## src/rtl/arb_pkg.sv

```systemverilog
// ============================================================================
// Module   : arb_pkg
// Brief    : Shared types, default sizes and grant helper for reg_bank_arbiter.
// Revision : 1.0 - initial release
// ============================================================================
`default_nettype none
`timescale 1ns/1ps

package arb_pkg;

    typedef enum logic [0:0] {
        IDLE   = 1'b0,
        ACCESS = 1'b1
    } state_t;

    localparam int C_NUM_REQ = 4;
    localparam int C_DATA_W  = 16;
    localparam int C_DEPTH   = 8;
    localparam int C_MAX_REQ = 8;

    // Fixed-width grant vector; callers slice it down to their NUM_REQ.
    function automatic logic [C_MAX_REQ-1:0] onehot(input logic [2:0] idx);
        logic [C_MAX_REQ-1:0] v;
        v      = '0;
        v[idx] = 1'b1;
        return v;
    endfunction

endpackage

`default_nettype wire

```

## src/rtl/reg_bank_arbiter_if.sv

```systemverilog
// ============================================================================
// Module   : reg_bank_arbiter_if
// Brief    : Requester-side bus of the arbitrated register bank. The lock
//            signal exists only when ARB_LOCK_EN is defined.
// Revision : 1.0 - initial release
// ============================================================================
`default_nettype none
`timescale 1ns/1ps

interface reg_bank_arbiter_if #(
    parameter int NUM_REQ = 4,
    parameter int DATA_W  = 16,
    parameter int ADDR_W  = 3,
    parameter int IDX_W   = $clog2(NUM_REQ)
);
    logic [NUM_REQ-1:0]        req;
    logic [NUM_REQ-1:0]        we;
    logic [NUM_REQ*ADDR_W-1:0] addr;
    logic [NUM_REQ*DATA_W-1:0] wdata;
`ifdef ARB_LOCK_EN
    logic [NUM_REQ-1:0]        lock;
`endif
    logic [NUM_REQ-1:0]        gnt;
    logic                      rvalid;
    logic [DATA_W-1:0]         rdata;
    logic [IDX_W-1:0]          rid;

    modport master (
        output req, we, addr, wdata,
`ifdef ARB_LOCK_EN
        output lock,
`endif
        input  gnt, rvalid, rdata, rid
    );

    modport slave (
        input  req, we, addr, wdata,
`ifdef ARB_LOCK_EN
        input  lock,
`endif
        output gnt, rvalid, rdata, rid
    );

endinterface

`default_nettype wire

```

## src/rtl/reg_bank_arbiter_rr_pick.sv

```systemverilog
// ============================================================================
// Module   : rr_pick
// Brief    : Combinational round-robin picker, first set req at or above ptr
//            with wrap-around.
// Revision : 1.0 - initial release
// ============================================================================
`default_nettype none
`timescale 1ns/1ps

module rr_pick #(
    parameter int NUM_REQ = 4,
    parameter int IDX_W   = $clog2(NUM_REQ)
) (
    input  wire logic [NUM_REQ-1:0] req,
    input  wire logic [IDX_W-1:0]   ptr,
    output logic      [IDX_W-1:0]   winner,
    output logic                    any_req
);

    // Scan offsets from farthest to nearest so the nearest hit is kept last.
    always_comb begin
        winner  = '0;
        any_req = 1'b0;
        for (int off = NUM_REQ - 1; off >= 0; off--) begin
            int idx;
            idx = (int'(ptr) + off) % NUM_REQ;
            if (req[idx[IDX_W-1:0]]) begin
                winner  = idx[IDX_W-1:0];
                any_req = 1'b1;
            end
        end
    end

endmodule

`default_nettype wire

```

## src/rtl/reg_bank_arbiter.sv

```systemverilog
// ============================================================================
// Module   : reg_bank_arbiter
// Brief    : Round-robin arbitrated 8x16 register bank, one op per 2 cycles.
//            Define ARB_LOCK_EN to add the per-requester keep-grant lock.
// Revision : 1.0 - initial release
// ============================================================================
`default_nettype none
`timescale 1ns/1ps

module reg_bank_arbiter
    import arb_pkg::*;
#(
    parameter int NUM_REQ = C_NUM_REQ,
    parameter int DATA_W  = C_DATA_W,
    parameter int DEPTH   = C_DEPTH
) (
    input wire logic         clk,
    input wire logic         rst_n,
    reg_bank_arbiter_if.slave bus
);

    localparam int ADDR_W = $clog2(DEPTH);
    localparam int IDX_W  = $clog2(NUM_REQ);

    localparam logic [0:0] C_IDLE   = IDLE;
    localparam logic [0:0] C_ACCESS = ACCESS;

    logic [0:0]         r_state;
    logic [IDX_W-1:0]   r_ptr;
    logic [NUM_REQ-1:0] r_gnt;
    logic               r_rvalid;
    logic [DATA_W-1:0]  r_rdata;
    logic [IDX_W-1:0]   r_rid;
    logic               r_we;
    logic [ADDR_W-1:0]  r_addr;
    logic [DATA_W-1:0]  r_wdata;
    logic [IDX_W-1:0]   r_owner;
    logic [DATA_W-1:0]  r_mem [DEPTH];

    logic [IDX_W-1:0]     w_winner;
    logic                 w_any_req;
    logic [IDX_W-1:0]     w_ptr_next;
    logic [C_MAX_REQ-1:0] w_onehot;
    logic                 w_in_range;

    rr_pick #(
        .NUM_REQ (NUM_REQ),
        .IDX_W   (IDX_W)
    ) u_rr_pick (
        .req     (bus.req),
        .ptr     (r_ptr),
        .winner  (w_winner),
        .any_req (w_any_req)
    );

    assign w_onehot = onehot(3'(w_winner));

    always_comb begin
        w_ptr_next = (w_winner == IDX_W'(NUM_REQ - 1)) ? '0 : w_winner + 1'b1;
`ifdef ARB_LOCK_EN
        if (bus.lock[w_winner]) begin
            w_ptr_next = w_winner;
        end
`endif
    end

    // Only a non power-of-two DEPTH leaves unused address codes.
    generate
        if (DEPTH < (2 ** ADDR_W)) begin : g_range
            assign w_in_range = (r_addr < ADDR_W'(DEPTH));
        end else begin : g_full
            assign w_in_range = 1'b1;
        end
    endgenerate

    always_ff @(posedge clk or negedge rst_n) begin
        if (!rst_n) begin
            r_state  <= C_IDLE;
            r_ptr    <= '0;
            r_gnt    <= '0;
            r_rvalid <= 1'b0;
            r_rdata  <= '0;
            r_rid    <= '0;
            r_we     <= 1'b0;
            r_addr   <= '0;
            r_wdata  <= '0;
            r_owner  <= '0;
            for (int i = 0; i < DEPTH; i++) begin
                r_mem[i] <= '0;
            end
        end else begin
            r_rvalid <= 1'b0;
            case (r_state)
                C_IDLE: begin
                    if (w_any_req) begin
                        r_state <= C_ACCESS;
                        r_gnt   <= w_onehot[NUM_REQ-1:0];
                        r_we    <= bus.we[w_winner];
                        r_addr  <= bus.addr[int'(w_winner)*ADDR_W +: ADDR_W];
                        r_wdata <= bus.wdata[int'(w_winner)*DATA_W +: DATA_W];
                        r_owner <= w_winner;
                        r_ptr   <= w_ptr_next;
                    end
                end
                C_ACCESS: begin
                    r_state <= C_IDLE;
                    r_gnt   <= '0;
                    if (r_we) begin
                        if (w_in_range) begin
                            r_mem[r_addr] <= r_wdata;
                        end
                    end else begin
                        r_rvalid <= 1'b1;
                        r_rdata  <= w_in_range ? r_mem[r_addr] : '0;
                        r_rid    <= r_owner;
                    end
                end
                default: begin
                    r_state <= C_IDLE;
                end
            endcase
        end
    end

    assign bus.gnt    = r_gnt;
    assign bus.rvalid = r_rvalid;
    assign bus.rdata  = r_rdata;
    assign bus.rid    = r_rid;

endmodule

`default_nettype wire
```

## src/flat_wrapper.sv

```systemverilog
// flat-port wrapper written by rule: the top's interface ports become plain ports
module reg_bank_arbiter_flat import arb_pkg::*;
#(
    parameter int NUM_REQ = C_NUM_REQ,
    parameter int DATA_W  = C_DATA_W,
    parameter int DEPTH   = C_DEPTH
)
  (clk, rst_n, bus_req, bus_we, bus_addr, bus_wdata, bus_gnt, bus_rvalid, bus_rdata, bus_rid);
  reg_bank_arbiter_if #(.NUM_REQ(NUM_REQ), .DATA_W(DATA_W)) bus_i ();
  input wire logic clk;
  input wire logic rst_n;
  input wire logic [$bits(bus_i.req)-1:0] bus_req;
  input wire logic [$bits(bus_i.we)-1:0] bus_we;
  input wire logic [$bits(bus_i.addr)-1:0] bus_addr;
  input wire logic [$bits(bus_i.wdata)-1:0] bus_wdata;
  output wire logic [$bits(bus_i.gnt)-1:0] bus_gnt;
  output wire logic [$bits(bus_i.rvalid)-1:0] bus_rvalid;
  output wire logic [$bits(bus_i.rdata)-1:0] bus_rdata;
  output wire logic [$bits(bus_i.rid)-1:0] bus_rid;
  assign bus_i.req = bus_req;
  assign bus_i.we = bus_we;
  assign bus_i.addr = bus_addr;
  assign bus_i.wdata = bus_wdata;
  assign bus_gnt = bus_i.gnt;
  assign bus_rvalid = bus_i.rvalid;
  assign bus_rdata = bus_i.rdata;
  assign bus_rid = bus_i.rid;
  reg_bank_arbiter #(.NUM_REQ(NUM_REQ), .DATA_W(DATA_W), .DEPTH(DEPTH)) u_core (.clk(clk), .rst_n(rst_n), .bus(bus_i));
endmodule
```

## config.mk

```make
export PLATFORM = sky130hd
export DESIGN_NAME = reg_bank_arbiter_flat
export DESIGN_NICKNAME = d
export VERILOG_FILES = /design/src/rtl/arb_pkg.sv /design/src/rtl/reg_bank_arbiter_if.sv /design/src/rtl/reg_bank_arbiter_rr_pick.sv /design/src/rtl/reg_bank_arbiter.sv /design/src/flat_wrapper.sv
export SDC_FILE = /design/constraint.sdc
export NUM_CORES = 1
export LEC_CHECK = 0
export CORE_ASPECT_RATIO = 0.7
export CORE_MARGIN = 2
export CORE_UTILIZATION = 55
export CTS_CLUSTER_SIZE = 25
export DETAILED_ROUTE_END_ITERATION = 6
export PLACE_DENSITY = 0.8
export SLEW_MARGIN = 0
export SYNTH_ARGS = -nofsm -noshare
export SYNTH_HDL_FRONTEND = slang
export SYNTH_SLANG_ARGS = --single-unit
```

## constraint.sdc

```tcl
create_clock -name clk -period 2.25 [get_ports clk]
set_clock_uncertainty 0.1 [all_clocks]
set_input_delay 0.45 -clock clk [delete_from_list [all_inputs] [get_ports clk]]
set_output_delay 0.45 -clock clk [all_outputs]
set_load 0.05 [all_outputs]
```

# ---- Word level (Yosys, flattened, before mapping)
# Index checks and enable logic that the tools add are counted.
dict set report word_totals {
  ff_bits 176
  in_bits 86
  out_inout_bits 23
  elab_cells 77
}
dict set report classes {
  addsub 4
  n_mul 1
  n_lt_le_gt_ge 9
  n_eq_ne 2
  n_shift 2
  mux 33
  n_bitwise 3
  n_reduce_logical 5
}
# cell count
set ops {}
lappend ops {{128-bit bitwise mux} 1}
lappend ops {{64-bit by 7-bit variable part select with 16-bit output} 1}
lappend ops {{16-bit binary-select mux with 3-bit select} 1}
lappend ops {{16-bit demux with 3-bit select} 1}
lappend ops {{16-bit 2-to-1 mux} 3}
lappend ops {{12-bit by 32-bit variable part select with 3-bit output} 1}
lappend ops {{2-bit by 3-bit less-than comparator with 1-bit output (second input constant)} 5}
lappend ops {{1-bit 2-to-1 mux} 13}
lappend ops {{1-bit binary-select mux with 2-bit select} 5}
lappend ops {{2-bit 2-to-1 mux} 5}
lappend ops {{4-bit one-hot mux with 2 select lines} 1}
lappend ops {{2-bit AND reduction} 3}
lappend ops {{2-bit by 1-bit adder with 2-bit output (second input constant)} 2}
lappend ops {{2-bit adder (second input constant)} 2}
lappend ops {{4-bit greater-or-equal comparator (second input constant)} 1}
lappend ops {{2-bit by 4-bit less-than comparator with 1-bit output (second input constant)} 1}
lappend ops {{4-bit by 1-bit less-than comparator with 1-bit output (second input constant)} 1}
lappend ops {{2-bit by 2-bit multiplier with 4-bit output (second input constant)} 1}
lappend ops {{4-bit 2-to-1 mux} 1}
lappend ops {{3-bit inverter with 4-bit output} 1}
lappend ops {{1-bit demux with 2-bit select} 1}
lappend ops {{2-bit == test (second input constant)} 1}
lappend ops {{2-bit by 1-bit greater-or-equal comparator with 1-bit output (second input constant)} 1}
lappend ops {{1-bit logical AND} 2}
lappend ops {{3 further kinds} 4}

# ---- Longest topological paths before layout
dict set report depth {
  depth_word 13
  depth_mapped 9
  ltp_nobuf 7
}

# ---- Modules after synthesis
# A second synthesis with hierarchy kept.
dict set report unflattened {
  hier_cells 558
  area_unflattened_um2 8385.5
}
# mod n_inst cells_each area_per_inst_um2 seq_area_each_um2
set by_module_without_submodules {}
lappend by_module_without_submodules {reg_bank_arbiter 1 545 8308.0 4404.2}
lappend by_module_without_submodules {rr_pick 1 13 77.6 0.0}

# ---- Least setup slack after synthesis
# Ideal clock, no wire load.
dict set report synth_timing {
  path_type {in2reg}
  start {input port bus_req[2]}
  end {register u_core.r_ptr[1]}
  setup_ps 116
  arrival_ps 1688
  t_required_ps 2034
  path_slack_ps 346
  cell_stages 9
  n_path_buf 2
  path_cell_list {nor2b_1 > a21o_1 > a211o_1 > buf_4 > buf_6 > inv_1 > ha_1 > nand2_1 > nand2_1}
}
dict set report synth_between {
  elab_chain_len 8
  elab_cells_between_ends 20
  classes_between {add/sub (1); eq/ne (1); mux (17); reduce/logical (1)}
}
# element line
set synth_lines {}
lappend synth_lines {{from (decl)} flat_wrapper.sv:12} ;# input wire logic [$bits(bus_i.req)-1:0] bus_req;
lappend synth_lines {{1-bit binary-select mux with 2-bit select} reg_bank_arbiter_rr_pick.sv:27} ;# if (req[idx[IDX_W-1:0]]) begin
lappend synth_lines {{1-bit 2-to-1 mux (implied by the code)} reg_bank_arbiter_rr_pick.sv:27}
lappend synth_lines {{2-bit 2-to-1 mux (3 in a row)} reg_bank_arbiter_rr_pick.sv:27}
lappend synth_lines {{2-bit 2-to-1 mux (*)} reg_bank_arbiter_rr_pick.sv:27}
lappend synth_lines {{2-bit by 1-bit adder with 2-bit output or 2-bit == test (tied branches)} reg_bank_arbiter.sv:59} ;# w_ptr_next = (w_winner == IDX_W'(NUM_REQ - 1)) ? '0 : w_winner + 1'b1;
lappend synth_lines {{2-bit 2-to-1 mux (*)} reg_bank_arbiter.sv:59}
lappend synth_lines {{via u_core.w_ptr_next[1]} reg_bank_arbiter.sv:42} ;# logic [IDX_W-1:0] w_ptr_next;
lappend synth_lines {{to (signal assigned)} reg_bank_arbiter.sv:102} ;# r_ptr <= w_ptr_next;
lappend synth_lines {{to (decl)} reg_bank_arbiter.sv:29} ;# logic [IDX_W-1:0] r_ptr;
# Mark *: on every way through the listed nets, which the timed path passes. The rest lies on a longest branch. The select of a mux whose other input is x is not followed.
# A chain may end at the register's enable or synchronous reset.

# ---- Final worst setup path
dict set report layout_timing {
  start {register u_core.r_gnt[1], in the netlist u_core.bus.gnt[1]}
  end {output port bus_gnt[1]}
}
# element line
set layout_rtl {}
lappend layout_rtl {{from (decl)} reg_bank_arbiter.sv:30} ;# logic [NUM_REQ-1:0] r_gnt;
lappend layout_rtl {{from (signal assigned)} reg_bank_arbiter.sv:97} ;# r_gnt <= w_onehot[NUM_REQ-1:0];
lappend layout_rtl {{to (decl)} flat_wrapper.sv:16} ;# output wire logic [$bits(bus_i.gnt)-1:0] bus_gnt;
# No word-level cell between the ends.

==> metrics.txt <==
Multi-input gate area=3471 um^2; Post-Syn Nets=638; FMAX=456.7 MHz; routed wire length=18.03 mm; slew margin rel.=65.06%; CP Cell Sequence=clkdlybuf4s50_1; most common cell after layout, fill and taps aside=dfrtp_1; vias per inst=5.764; Root Buffer=clkbuf_16; final setup violating endpoints=0; Setup Fix Bufs, Post-CTS=0; CP endpoint kind=output port; Seq/Total Area, Yosys=54.23%; Synth cell types=35; fillers=955; router iterations before antenna repair=4; hold-fix buffers at CTS=1; clock sinks=176; Initial Util=55.69%; HP Class=flop to flop; YS warnings=0; H-tree depth=4; P&R area growth vs syn=25.40%; largest net degree at the start of global routing=54; Worst-path clk slew=0.07 ns; antenna viol nets, final=0; Final HPWL DP=12.03 mm; RePlAce Congestion=0.8202; Final TNS setup=0 ns; gr ovfl total=0; critical path class=flop to output port; reg2reg path depth=4; Die ar.=15770 um^2; Die W=149.2 um; Worst Hold Slack=0.3753 ns; Critical Path RT=1.70 ns; row cnt=37; DRC=0; routed len/inst=20.47 um; fin util=69.84%; most frequent cells in the layout=dfrtp_1, mux2_2, clkdlybuf4s50_1, mux2i_1, nand2_1; Power Density=1347 nW/um^2; Hold Crit Depth=2; cell depth of the worst setup path=1; Mean Syn Cell Area=14.74 um^2; # Max-Cap Violations=0; register bit count reported by yosys=176; via count=5078; Tmin final=2.190 ns; Tot Pwr=13.72 mW; CP bufs+invs=1; Worst Path Max Fanout=2; VDD IR max=0.6641 mV; Mapped Cells=551; initial antenna violation count=0; post-route clock period utilization=97.32%; WP data arrival=1.64 ns; TritonCTS clock tree=built; unrepaired setup endpoints after global routing=no; nets@finish=760; Critical Path Max Stage Delay=0.82 ns; Fin. Hold Viols=0; DIE HEIGHT=105.7 um; global-route usage over all layers=24.92%; PostCTS Resize Cnt=0; vias in the first global route=5556; Worst-Skew Late Latency=0.43 ns; Bufs on Longest Clock Path=2; Post-Syn Area=8122 um^2; FF+latch area=4405 um^2; core area=14580 um^2; count of pins over their slew limit=0; Slew @ Worst Pin=0.5225 ns; Num CTS Buffers=17; leakage=4.590 nW; Largest delay share family, worst path=buffers and inverters; Slowest cell on crit path=clkdlybuf4s50_1; status=completed; IO Pins=109; antenna cells=0; First DRT Iteration DRCs=244; PortBufs=108; first-pass GRT wire length=29.55 mm; ratio of cells with drive above 1 in the final layout=34.11%; critical path startpoint category=flop
-- stage by stage --
step,setup WS (ns),cells,instance area (um^2)
floorplan,0.3456,551,8122
global placement,-0.1015,848,9593
detailed placement,-0.1599,848,9593
CTS,0.04604,881,10180
global route,0.01595,881,10180
finish,0.06022,881,10180
-- tightest hold or removal path, cell delays in order (launching register included) --
cell	delay, ns
dfrtp_1	0.34
nand2_1	0.04
o21ai_0	0.06
-- synthesized netlist by cell type --
master | instances | area (um^2)
inv_1 | 3 | 11.26
nor2_2 | 6 | 37.54
mux2_2 | 118 | 1329
nor2_1 | 1 | 3.750
mux2i_1 | 56 | 560.5
o31ai_1 | 2 | 15.01
ha_1 | 1 | 12.51
nor4_1 | 1 | 6.260
nand3_2 | 1 | 10.01
buf_1 | 2 | 7.510
dfrtp_1 | 176 | 4404
buf_2 | 15 | 75.07
and2b_1 | 1 | 7.510
a22o_1 | 1 | 8.760
o32a_1 | 1 | 10.01
or2_1 | 1 | 6.260
a21oi_1 | 2 | 10.01
a211o_1 | 1 | 8.760
nand2b_1 | 5 | 31.28
nand2_1 | 47 | 176.4
or2b_1 | 1 | 7.510
mux2_4 | 12 | 180.2
buf_6 | 8 | 90.09
buf_4 | 2 | 15.01
inv_2 | 1 | 3.750
o221ai_1 | 20 | 175.2
o21ai_0 | 18 | 90.09
a21o_1 | 1 | 7.510
or3_1 | 2 | 12.51
mux4_2 | 32 | 720.7
nor2b_1 | 2 | 12.51
nand3b_4 | 1 | 20.02
clkbuf_1 | 8 | 30.03
buf_8 | 1 | 15.01
a32o_1 | 1 | 10.01
-- path summary, 6_finish.rpt --
kind | from | end | slack [ns]
max in group asynchronous | rst_n | u_core.r_addr[1] | 0.93
worst min register to register | u_core.bus.rdata[1] | u_core.bus.rdata[1] | 0.38
worst min-delay path | u_core.bus.rdata[1] | u_core.bus.rdata[1] | 0.38
min in group asynchronous | rst_n | u_core.r_mem[97] | 0.44
worst max-delay path | u_core.bus.gnt[1] | bus_gnt[1] | 0.06
worst max register to register | u_core.r_addr[2] | u_core.bus.rdata[4] | 0.34
-- final cells by class --
class | instances | share of cell area [%]
Timing Repair Buffer | 139 | 14.41
Sequential cell | 176 | 43.26
Multi-Input combinational cell | 335 | 34.08
Clock inverter | 12 | 1.327
Tap cell | 195 | 2.396
Clock buffer | 20 | 4.386
Inverter | 4 | 0.1474
-- cells by family after synthesis --
family	after synthesis	synth area share, %
multiplexers	218	34.36
flip-flops	176	54.23
AND/OR/NAND/NOR	69	4.083
AO/OA/AOI/OAI	47	4.129
buffers and inverters	40	3.050
adder cells (fa/ha/maj)	1	0.1540
-- per-layer routing --
layer | share of wire (%) | vias up | global-route usage, % | wire, um
met5 | 0 | - | 0 | 0
met4 | 1.8 | 0 | 8.027 | 328
met3 | 5.2 | 27 | 4.675 | 942
met2 | 46 | 174 | 39.50 | 8378
met1 | 46 | 2585 | 35.22 | 8380
li1 | - | 2292 | - | -
-- registers in the layout (all words and copies together), names as in the netlist --
signal             count
u_core.bus.rvalid      1
u_core.r_owner         2
u_core.r_we            1
u_core.bus.gnt         4
u_core.r_ptr           2
u_core.bus.rid         2
u_core.r_mem         128
u_core.bus.rdata      16
u_core.r_state         1
u_core.r_addr          3
u_core.r_wdata        16
-- power breakdown --
part / switching (mW) / internal, mW
clock: 1.22 / 1.67
sequential: 1.07 / 4.48
combinational: 2.41 / 2.86
total: 4.70 / 9.02
(Power assumes the default switching activity.)
==> edit 1 (same flow settings) <==
Reset style: synchronous (`rst_n`), changed in one clocked block.
--- a/src/rtl/reg_bank_arbiter.sv
+++ b/src/rtl/reg_bank_arbiter.sv
@@ -75,3 +75,3 @@
 
-    always_ff @(posedge clk or negedge rst_n) begin
+    always_ff @(posedge clk) begin
         if (!rst_n) begin
Behaviour: differs if rst_n is asserted again (counterexample within 4 cycles, from zero or initial values and one cycle with rst_n low); with rst_n held inactive, the same outputs for 4 cycles.
==> edit 1 against the unedited design <==
- final cell count grew 5.4%
- setup slack got worse by 0.039 ns
- final area up 3.1%
- critical path depth did not move
- sequential cell count stayed put
- fmax decreased by 1.8%
- wire length grew 6.7%
- via count rose by 7.3%
- global-route usage is 1.4 points higher
- synthesized area decreased by 0.97%
- sequential share of layout area up 2.5 points
Power is not compared: it rests on default switching activity, and its combinational part moved more than twofold at a synthesized area within 25%.
==> edit 1: results (changes against the unedited design) <==
INFO  metric drt_first_iter_violations = 453 (was 244)
INFO  metric dp_hpwl = 13200 um (was 12000 um)
INFO  metric grt_util_met1 = 37.3% (was 35.2%)
INFO  metric synth.distinct_cells = 44 (was 35)
INFO  metric worst_ep_arrival_time = 1.68 ns (was 1.64 ns)
INFO  metric grtUsageTotal = 26.3% (was 24.9%)
INFO  metric placement.setup.worst_slack = -0.521 ns (was -0.160 ns)
INFO  metric cp-endpoint = bus_gnt[2] (was bus_gnt[1])
INFO  metric final_nets = 813 (was 760)
INFO  metric groute.layer.met3.usage = 6.72% (was 4.68%)
INFO  metric synth-async-reset-ratio = 0% (was 100%)
INFO  metric capture_instance_of_the_worst_register_to_register_path = u_core.r_we$_SDFFE_PN0P_ (was u_core.bus.rdata[4]$_DFFE_PN0P_)
INFO  metric synth.net_count = 663 (was 638)
INFO  metric met3RoutedLength = 1790 um (was 942 um)
INFO  metric drt-pass1-iter-count = 5 (was 4)
INFO  metric met2_track_demand_over_resource_in_global_routing = 40.9% (was 39.5%)
INFO  metric synth.top_cells.by_area = edfxtp_1 48%, dfxtp_1 12%, and2_1 10% (was dfrtp_1 54%, mux2_2 16%, mux4_2 8.9%)
INFO  metric commonest_cells_in_the_synthesized_netlist = 130 x and2_1, 128 x edfxtp_1, 48 x dfxtp_1 (was 176 x dfrtp_1, 118 x mux2_2, 56 x mux2i_1)
INFO  metric avgRoutedWirePerCell = 20.7 um (was 20.5 um)
INFO  metric synth_top_flop_cell = edfxtp_1 (was dfrtp_1)
INFO  metric longest_individual_stage_delay_on_the_worst_path = 0.84 ns (was 0.82 ns)
INFO  metric fraction_of_layout_cells_with_a_size_suffix_above_1 = 21.2% (was 34.1%)
INFO  metric whs_endpoint = u_core.bus.rid[1]$_SDFFE_PN0P_ (was u_core.bus.rdata[1]$_DFFE_PN0P_)
INFO  metric synth_fa_ha_area_share = 0.156% (was 0.154%)
INFO  metric hold_start = u_core.bus.rid[1]$_SDFFE_PN0P_ (was u_core.bus.rdata[1]$_DFFE_PN0P_)
INFO  metric run_status = finished, final reports clean (unchanged)
INFO  metric crit_path_start = u_core.bus.gnt[2]$_SDFFE_PN0P_ (was u_core.bus.gnt[1]$_DFFE_PN0P_)
INFO  metric mux_contribution_to_synthesized_area = 16.5% (was 34.4%)
INFO  metric place_congestion = 0.868 (was 0.820)
INFO  metric wl_met2 = 8940 um (was 8380 um)
INFO  metric route.layer.met1.wl = 8270 um (was 8380 um)
INFO  metric relSlewSlack = 45.8% (was 65.1%)
INFO  metric reg2reg_from = u_core.r_ptr[0]$_SDFFE_PN0P_ (was u_core.r_addr[2]$_DFFE_PN0P_)
INFO  metric placement.cell_area = 0.00978 sq mm (was 0.00959 sq mm)
INFO  metric timing.reg2reg.setup_slack = 0.08 ns (was 0.34 ns)
INFO  metric final_min_period_over_clock_period = 99.1% (was 97.3%)
## edit 1: final cells by class
cell class | count | area [sq um]
clock buffers | 23 | 510
inverters | 3 | 11.3
fillers | 863 | 3600
multi-input cells | 360 | 3120
clock inverters | 9 | 68.8
flip-flops and latches | 176 | 4810
repair buffers | 168 | 1740
well taps | 190 | 238
## edit 1: timing repair
action | in CTS | in global routing
buffers inserted | 4 | 0
pin swaps | 2 | 0
cloned | 2 | 0
setup endpoints to repair | 19 | 14
resized for setup | 13 | 3
## edit 1: power groups by stage
stage	Clock (uW)	Combinational, uW	Sequential (uW)
after detailed placement	0	1580	3950
after global placement	0	1540	3920
final	2850	1690	3890
after global routing	3030	1790	3910
after floorplan	0	856	3990
after CTS	2880	1690	3880
## edit 1: through the flow
stage,hold slack (ns),TNS [ns],total power [uW],cells
after floorplan,0.335,-13.57,4850,576
after global placement,0.353,-11.66,5470,891
after detailed placement,0.358,-13.60,5530,891
after CTS,0.374,0,8450,929
after global routing,0.401,-0.0214,8730,929
final,0.371,0,8430,929
==> edit 2 (same flow settings) <==
Made on the original files. Change the package constant `C_DATA_W` from 16 to 14.
--- a/src/rtl/arb_pkg.sv
+++ b/src/rtl/arb_pkg.sv
@@ -16,3 +16,3 @@
     localparam int C_NUM_REQ = 4;
-    localparam int C_DATA_W  = 16;
+    localparam int C_DATA_W  = 14;
     localparam int C_DEPTH   = 8;
Ports: changed (resized bus_rdata and bus_wdata); port bits go from 109 to 99. The function was not compared with the original's and may differ.
==> edit 2 against the unedited design <==
- non-clock buffer count up 6
- highest routed layer unchanged
- setup slack better by 0.0078 ns
- synthesized area down 10%
- critical path type unchanged
- power down 8.4%
- wire length down 4.8%
- final area down 8.9%
- utilization up 1.2 points
- sequential cell count down 20
- critical endpoint is now bus_rdata[9]
- sequential share of layout area down 1.2 points
- via count down 7.1%
- count of clock-buffer cells in the layout up 2
==> edit 2: results (changes against the unedited design) <==
INFO  metric min-delay-path-class = input port to async pin (was flip-flop to flip-flop)
INFO  metric groute.layer.met3.usage = 5.58% (was 4.68%)
INFO  metric met2_track_demand_over_resource_in_global_routing = 43.1% (was 39.5%)
INFO  metric relSlewSlack = 63.1% (was 65.1%)
INFO  metric cts.reportedPaths.clkPinSlew = roughly 0.060 ns
INFO  metric crit_path_start = u_core.bus.rdata[9]$_DFFE_PN0P_ (was u_core.bus.gnt[1]$_DFFE_PN0P_)
INFO  metric final_nets = 706 (was 760)
INFO  metric antenna_diode_count = 0 (unchanged)
INFO  metric synth.net_count = 575 (was 638)
INFO  metric vias_per_cell = 5.85 (was 5.76)
INFO  metric grtUsageTotal = 26.1% (was 24.9%)
INFO  metric clkLatencyLatePin = around 0.42 ns
INFO  metric grt_pass1_vias = 5148 (was 5556)
INFO  metric grt_start_max_net_pins = 66 (was 54)
INFO  metric commonest_cells_in_the_synthesized_netlist = 156 x dfrtp_1, 113 x mux2_2, 51 x mux2i_1 (was 176 x dfrtp_1, 118 x mux2_2, 56 x mux2i_1)
INFO  metric drt_first_iter_violations = 364 (was 244)
INFO  metric max-clock-path-buffers = 2 (unchanged)
INFO  metric dp_hpwl = 11900 um (was 12000 um)
INFO  metric max-vdd-ir-drop = 691 uV (was 664 uV)
INFO  metric avgRoutedWirePerCell = 21.3 um (was 20.5 um)
INFO  metric crit_family = buffers and inverters (unchanged)
INFO  metric ctsHtreeMaxLevel = 4 (unchanged)
INFO  metric longest_individual_stage_delay_on_the_worst_path = 0.85 ns (was 0.82 ns)
INFO  metric run_status = finished, final reports clean (unchanged)
INFO  metric placement.setup.worst_slack = -0.297 ns (was -0.160 ns)
INFO  metric synth-seq-area-share = 53.6% (was 54.2%)
INFO  metric synth.top_cells.by_area = dfrtp_1 54%, mux2_2 17%, mux4_2 8.7% (was dfrtp_1 54%, mux2_2 16%, mux4_2 8.9%)
INFO  metric max_ffs_per_register = 112 (was 128)
INFO  metric cts_setup_buffers = 0 (unchanged)
INFO  metric port-buffer-count = 98 (was 108)
INFO  metric leakage = 0.00421 uW (was 0.00459 uW)
INFO  metric synth-async-reset-ratio = 100% (unchanged)
INFO  metric synth.yosys.warnings = 0 (unchanged)
INFO  metric synth.distinct_cells = 40 (was 35)
INFO  metric drt-pass1-iter-count = 4 (unchanged)
INFO  metric reg2reg_from = u_core.r_addr[1]$_DFFE_PN0P_ (was u_core.r_addr[2]$_DFFE_PN0P_)
INFO  metric wire_length_of_the_first_global_routing_pass = 27800 um (was 29500 um)
INFO  metric grt_util_met1 = 35.7% (was 35.2%)
INFO  metric fraction_of_layout_cells_with_a_size_suffix_above_1 = 37.0% (was 34.1%)
INFO  metric share_of_the_synthesized_area_in_the_top_cell_type = 53.6% (was 54.2%)
INFO  metric place_congestion = 0.754 (was 0.820)
-- edit 2: area by class of cell --
class	count	area (sq um)
Fill cell	873	3770
Inverter	5	21.3
Multi-Input combinational cell	302	3140
Timing Repair Buffer	145	1430
Clock inverter	10	106
Tap cell	166	208
Clock buffer	22	474
Sequential cell	156	3910
-- edit 2: power by group --
group          internal (uW)  switching, uW
registers               3940            976
logic                   2610           2230
clock network           1630           1170
-- edit 2: repair_timing --
item | in CTS | in global routing
hold endpoints to repair | 25 | 0
resized for setup | 0 | 0
hold buffers | 1 | 0
-- edit 2: kinds of logic (layout without fill, tap and decap cells) --
| logic type | count (synthesis) | count (layout) | share of synthesized area (%) |
|---|---|---|---|
| AOI/OAI and AO/OA | 42 | 42 | 5.07 |
| muxes | 193 | 193 | 33.3 |
| and+or+nand+nor | 66 | 66 | 4.43 |
| DFF | 156 | 156 | 53.6 |
| buffers and inverters | 38 | 182 | 3.44 |
| adders and majority gates | 1 | 1 | 0.172 |
-- edit 2: worst paths after layout --
check | endpoint | slack (ns) | depth (start not counted)
worst max register to register | u_core.bus.rdata[5]$_DFFE_PN0P_ | 0.24 | 4
worst min register to register | u_core.r_owner[1]$_DFFE_PN0P_ | 0.38 | 2
min in group clk | u_core.r_owner[1]$_DFFE_PN0P_ | 0.38 | 2
max in group asynchronous | u_core.r_addr[1]$_DFFE_PN0P_ | 0.82 | 3
worst max-delay path | bus_rdata[9] | 0.07 | 1
worst min-delay path | u_core.r_state$_DFF_PN0_ | 0.38 | 2
-- edit 2: metal layers --
| metal | vias to the layer above | share of wire, % | wire length, um |
|---|---|---|---|
| met5 | - | 0 | 0 |
| met4 | 0 | 1.1 | 191 |
| met3 | 17 | 5.4 | 928 |
| met2 | 134 | 49 | 8350 |
| met1 | 2461 | 45 | 7710 |
| li1 | 2106 | - | - |
-- edit 2: through the flow --
stage	instances	hold WS (ns)	instance area, sq um	setup TNS [ns]
3_3_place_gp	773	0.239	8690	-3.29
5_1_grt	806	0.407	9280	0
4_1_cts	806	0.379	9280	0
2_1_floorplan	496	0.0544	7280	0
6_report	806	0.377	9280	0
3_5_place_dp	773	0.241	8690	-4.13
